[src/rtl/ex_div.sv]
// ex_div : 32-bit radix-2 restoring divider for the EX stage.
//
// One quotient bit is produced per cycle. The divide takes 34 edges from
// start to ready_o. A zero divisor completes in 2 edges with an all-zero
// result.
//
// Ports
//   Clk           in   1   sole clock, all state updates on posedge
//   Rst_n         in   1   synchronous active-low reset
//   signed_div_i  in   1   1 = two's-complement divide, 0 = unsigned
//   opdata1_i     in  32   dividend
//   opdata2_i     in  32   divisor
//   start_i       in   1   divide request, held by EX until ready_o
//   annul_i       in   1   abort current divide (pipeline flush)
//   result_o      out 64   {remainder, quotient}, zero unless ready_o
//   ready_o       out  1   result_o valid
//
// Configuration
//   EX_DIV_SIGNED_EN  defined   : signed_div_i selects signed division
//                     undefined : all divides unsigned, signed_div_i unused
module ex_div (
  input  logic        Clk,
  input  logic        Rst_n,
  input  logic        signed_div_i,
  input  logic [31:0] opdata1_i,
  input  logic [31:0] opdata2_i,
  input  logic        start_i,
  input  logic        annul_i,
  output logic [63:0] result_o,
  output logic        ready_o
);

  localparam logic RST_ENABLE = 1'b0;

  typedef enum logic [1:0] {
    DIV_FREE   = 2'd0,
    DIV_BYZERO = 2'd1,
    DIV_ON     = 2'd2,
    DIV_END    = 2'd3
  } state_e;

  state_e      state_q;
  logic [5:0]  cnt_q;
  logic [63:0] work_q;
  logic [63:0] work_d;
  logic [31:0] divisor_q;

  logic [31:0] mag1;
  logic [31:0] mag2;
  logic [31:0] quot_fix;
  logic [31:0] rem_fix;
  logic [63:0] shifted;

`ifdef EX_DIV_SIGNED_EN
  logic neg_quot_q;
  logic neg_rem_q;

  // Negation of 0x80000000 wraps to itself, which is the wanted magnitude.
  always_comb begin
    mag1 = (signed_div_i && opdata1_i[31]) ? (~opdata1_i + 32'd1) : opdata1_i;
    mag2 = (signed_div_i && opdata2_i[31]) ? (~opdata2_i + 32'd1) : opdata2_i;
    quot_fix = neg_quot_q ? (~work_q[31:0] + 32'd1)  : work_q[31:0];
    rem_fix  = neg_rem_q  ? (~work_q[63:32] + 32'd1) : work_q[63:32];
  end
`else
  logic unused_signed_div;
  assign unused_signed_div = signed_div_i;

  always_comb begin
    mag1     = opdata1_i;
    mag2     = opdata2_i;
    quot_fix = work_q[31:0];
    rem_fix  = work_q[63:32];
  end
`endif

  // One restoring step: shift in a zero, subtract when the partial
  // remainder covers the divisor and set the new quotient bit.
  always_comb begin
    shifted = {work_q[62:0], 1'b0};
    if (shifted[63:32] >= divisor_q) begin
      work_d = {shifted[63:32] - divisor_q, shifted[31:1], 1'b1};
    end else begin
      work_d = shifted;
    end
  end

  always_ff @(posedge Clk) begin
    if (Rst_n == RST_ENABLE) begin
      state_q   <= DIV_FREE;
      cnt_q     <= '0;
      work_q    <= '0;
      divisor_q <= '0;
      result_o  <= '0;
      ready_o   <= 1'b0;
`ifdef EX_DIV_SIGNED_EN
      neg_quot_q <= 1'b0;
      neg_rem_q  <= 1'b0;
`endif
    end else begin
      case (state_q)
        DIV_FREE: begin
          result_o <= '0;
          ready_o  <= 1'b0;
          if (start_i && !annul_i) begin
            if (opdata2_i == '0) begin
              state_q <= DIV_BYZERO;
            end else begin
              state_q   <= DIV_ON;
              divisor_q <= mag2;
              work_q    <= {32'h0, mag1};
              cnt_q     <= '0;
`ifdef EX_DIV_SIGNED_EN
              neg_quot_q <= signed_div_i && (opdata1_i[31] ^ opdata2_i[31]);
              neg_rem_q  <= signed_div_i && opdata1_i[31];
`endif
            end
          end
        end

        DIV_BYZERO: begin
          result_o <= '0;
          if (annul_i) begin
            state_q <= DIV_FREE;
            ready_o <= 1'b0;
          end else begin
            state_q <= DIV_END;
            ready_o <= 1'b1;
          end
        end

        DIV_ON: begin
          if (annul_i) begin
            state_q  <= DIV_FREE;
            result_o <= '0;
            ready_o  <= 1'b0;
          end else if (cnt_q != 6'd32) begin
            work_q <= work_d;
            cnt_q  <= cnt_q + 6'd1;
          end else begin
            state_q  <= DIV_END;
            result_o <= {rem_fix, quot_fix};
            ready_o  <= 1'b1;
          end
        end

        DIV_END: begin
          if (annul_i || !start_i) begin
            state_q  <= DIV_FREE;
            result_o <= '0;
            ready_o  <= 1'b0;
          end
        end

        default: begin
          state_q  <= DIV_FREE;
          result_o <= '0;
          ready_o  <= 1'b0;
        end
      endcase
    end
  end

endmodule

[config.mk]
export PLATFORM = sky130hd
export DESIGN_NAME = ex_div
export DESIGN_NICKNAME = d
export VERILOG_FILES = /design/src/rtl/ex_div.sv
export SDC_FILE = /design/constraint.sdc
export NUM_CORES = 1
export LEC_CHECK = 0
export BUFFER_PORTS_ARGS = -buffer_cell sky130_fd_sc_hd__buf_2
export CAP_MARGIN = 20
export CORE_MARGIN = 3
export CORE_UTILIZATION = 50
export DETAILED_ROUTE_END_ITERATION = 12
export GPL_TIMING_DRIVEN = 1
export PLACE_DENSITY = 0.79
export SYNTH_ARGS = -nofsm -noshare
export SYNTH_HDL_FRONTEND = slang
export SYNTH_SLANG_ARGS = --single-unit
[constraint.sdc]
create_clock -name Clk -period 3.1 [get_ports Clk]
set_clock_uncertainty 0.15 [all_clocks]
set_input_delay 0.31 -clock Clk [delete_from_list [all_inputs] [get_ports Clk]]
set_output_delay 0.31 -clock Clk [all_outputs]
set_load 0.005 [all_outputs]
==> summary.md <==
| Metric | Value |
|---|---|
| Rows | 46 |
| Crit path launch type | register |
| Number of global-route vias before repair | 6718 |
| Actual slew at the worst max-slew pin | 784 ps |
| Most common cell after layout, fill and taps aside | dfxtp_1 |
| DP Worst Slack | 143 ps |
| Clock root cell | clkbuf_16 |
| Combinational share of power | 0.428 |
| Mapped Area | 8440 µm² |
| Initial Utilization | 0.522 |
| Critical path buffer and inverter count | 0 |
| Dpl hpwl | 14900 µm |
| Syn Inst Count | 926 |
| N_diodes | 0 |
| Cell-internal power | 0.00496 W |
| Post-synth EDFFs | 0 |
| Most frequent cells in the layout | dfxtp_1, nor2b_1, buf_2, a22oi_1, a21oi_1 |
| Mux share of post-synthesis cell area | 0.0464 |
| Status | complete, no violations |
| Final-report hold violation count | 0 |
| Fin util | 0.621 |
| Switching Share | 0.383 |
| Flops & latches, synth | 169 |
| Final Critical Period | 2930 ps |
| Final ANT Viol Nets | 0 |
| RSZ-0062 raised after global routing | true |
| # Max-Cap Violations | 0 |
| Core area | 16200 µm² |
| Avg Cell Area, Syn | 9.11 µm² |
| Die Width | 136 µm |
| Synth area leaders | dfxtp_1, nor2b_1, a22oi_1 |
| Critical Path Slowest Stage Cell | ha_1 |
| Die height | 136 µm |
| Leak | 4.33 nW |
| First-pass DRT Iterations | 7 |
| Clk pwr share | 0.264 |
| Sequential power share | 0.308 |
| Kind of critical path | reg -> reg |
| Clock transition at the registers of the reported paths | 70 ps |
| Worst setup EP type | register |
| Per-cell routed wire length | 16.2 µm |
| Initial antenna violation count | 0 |
| Fmax | 0.341 GHz |
| NetSw | 0.00308 W |
| CTS Sinks | 169 |
| Largest net degree at the start of global routing | 71 |
| Non-filler cells in the finished layout | 1278 |
| GRT Util Overall | 0.222 |
| Synth async-reset ratio | 0 |
| Share of layout cells above drive strength 1 | 0.191 |
| Biggest area consumer among synthesized cells | dfxtp_1 |
| Fin nets | 1157 |
| Data arrival, critical path | 3100 ps |
| DR iter-0 viols | 654 |
| Avg Vias per Cell | 5.62 |
| Share of Yosys cell area claimed by the top area cell type | 0.401 |
| Final global-route overflow total | 0 |
| Sequential element share of the synthesized area | 0.401 |
| Pwr per Cell Area | 800 nW/µm² |
| TritonCTS clock tree | yes |
| Worst min path class | in -> reg |
| Worst VDD drop | 0.530 mV |
| Global-route wire length before repair | 33500 µm |
| Netlist cell types | 56 |
| Largest family of logic cells by synthesized area | compound AO/OA/AOI/OAI gates |
| Fin worst setup slack | 170 ps |
| Crit-path max cell delay | 410 ps |
| Ys flop type | dfxtp_1 |
| Synth Warn # | 0 |
| Die area | 18500 µm² |
| XOR/XNOR Fraction of Synth Area | 0.0322 |
| CTS Buffer Depth | 2 |
| Area Overhead vs Synth | 19.1% |
| Required time of the critical path | 3270 ps |
| H-tree depth | 4 |
| Simple-gate portion of the synthesized area | 0.176 |
| Worst path cell trace | ha_1 -> a21oi_1 -> o21ai_0 -> a211o_1 -> a211oi_1 -> a21o_1 -> nand4_1 -> a31oi_2 -> mux2i_1 -> nand2_1 |
| # port buffers | 132 |
| Final Setup Violations | 0 |
| Routed WL | 20700 µm |
| Compound-gate portion of the synthesized area | 0.229 |
| Fin crit share | 0.945 |
| Gpl congestion | 0.883 |
| Final max-slew violation count | 0 |
| DRC Markers | 0 |
| CP Max Fanout | 7 |
| CP delay by family, top | compound AO/OA/AOI/OAI gates |
| DR vias | 7187 |
| I/O pin cnt | 134 |
| Clk Latency, worst-skew pair | 430 ps |
| Cts bufs inserted | 17 |
| Dpl cells | 1230 |
| Syn Nets | 1034 |
| Adder-Cell Fraction of Synth Area | 0.0587 |
| Worst slew margin | 0.477 |
| Overall Power | 0.00804 W |
| Hold slack | 9.15 ps |
power groups by stage:
stage          sequential [W]  combinational, W  clock [W]
2_1_floorplan         0.00247           0.00265          0
3_3_place_gp          0.00251           0.00326          0
3_5_place_dp          0.00252           0.00330          0
4_1_cts               0.00247           0.00335    0.00215
5_1_grt               0.00249           0.00376    0.00224
6_report              0.00247           0.00344    0.00212
synthesized netlist by cell type, types with 5 or more instances:
master    instances
nand4_1           9
and3_1            5
o21ai_0          27
ha_1             38
nand2_1          40
nand3_1          11
nor2b_1         137
xor2_1           17
dfxtp_1         169
a22oi_1          66
a211oi_1          5
o21ai_1          20
a21o_1           28
inv_1            44
a21oi_1          47
nor3_1            5
a222oi_1         31
buf_1             8
a31oi_1           5
a32oi_1          16
buf_2            10
nand2b_1          6
buf_4             5
mux2i_1          38
nor4_1            9
clkbuf_1         38
and2_1            8
xnor2_1          14
nor2_1           27
what timing repair did:
| item | 4_1_cts | 5_1_grt |
|---|---|---|
| hold endpoints to repair | 16 | 0 |
| hold buffers | 16 | 0 |
| endpoints found under the setup margin | 0 | 23 |
| resized for setup | 0 | 6 |
| setup buffers | 0 | 0 |
final timing paths:
path	from	slack, ps	endpoint	cells after the start
max	work_q[47]	170	work_q[61]	10
min	opdata2_i[24]	9	divisor_q[24]	3
max reg2reg	work_q[47]	170	work_q[61]	10
min reg2reg	work_q[63]	340	work_q[63]	2
metal layers:
| metal | wire length (µm) | vias to the layer above | GRT usage |
|---|---|---|---|
| met1 | 9640 | 3336 | 0.305 |
| li1 | - | 3609 | - |
| met3 | 1190 | 21 | 0.0452 |
| met5 | 0 | - | 0 |
| met2 | 9530 | 221 | 0.358 |
| met4 | 301 | 0 | 0.0577 |
cell families (layout without fill, tap and decap cells):
group | Yosys count | after routing
fa+ha+maj | 39 | 39
xor+xnor | 31 | 31
buf+inv | 110 | 246
mux | 39 | 39
flops | 169 | 169
simple gates | 266 | 266
compound gates | 272 | 272
worst reg2reg max path, stage by stage (launching register included):
cell      delay [ps]
dfxtp_1          350
ha_1             410
a21oi_1          200
o21ai_0          160
a211o_1          340
a211oi_1         290
a21o_1           230
nand4_1          150
a31oi_2          240
mux2i_1          230
nand2_1           70
cell type report:
cell class	count	area [µm²]
Timing Repair Buffer	170	1030
Sequential cell	169	3380
Tap cell	216	270
Clock buffer	17	425
Clock inverter	15	164
Multi-Input combinational cell	647	4610
Inverter	44	165
Fill cell	1371	6130
flip-flops by register name, indices dropped and copies added (netlist names):
| register | flops |
|---|---|
| cnt_q | 6 |
| divisor_q | 32 |
| ready_o | 1 |
| result_o | 64 |
| state_q | 2 |
| work_q | 64 |
stage by stage:
step | cell area, µm² | TNS, ps
3_5_place_dp | 9270 | 0
3_3_place_gp | 9270 | 0
6_report | 10000 | 0
4_1_cts | 10000 | 0
5_1_grt | 10000 | -35.7
2_1_floorplan | 8440 | 0
No activity file was read; power rests on OpenSTA's default activity.
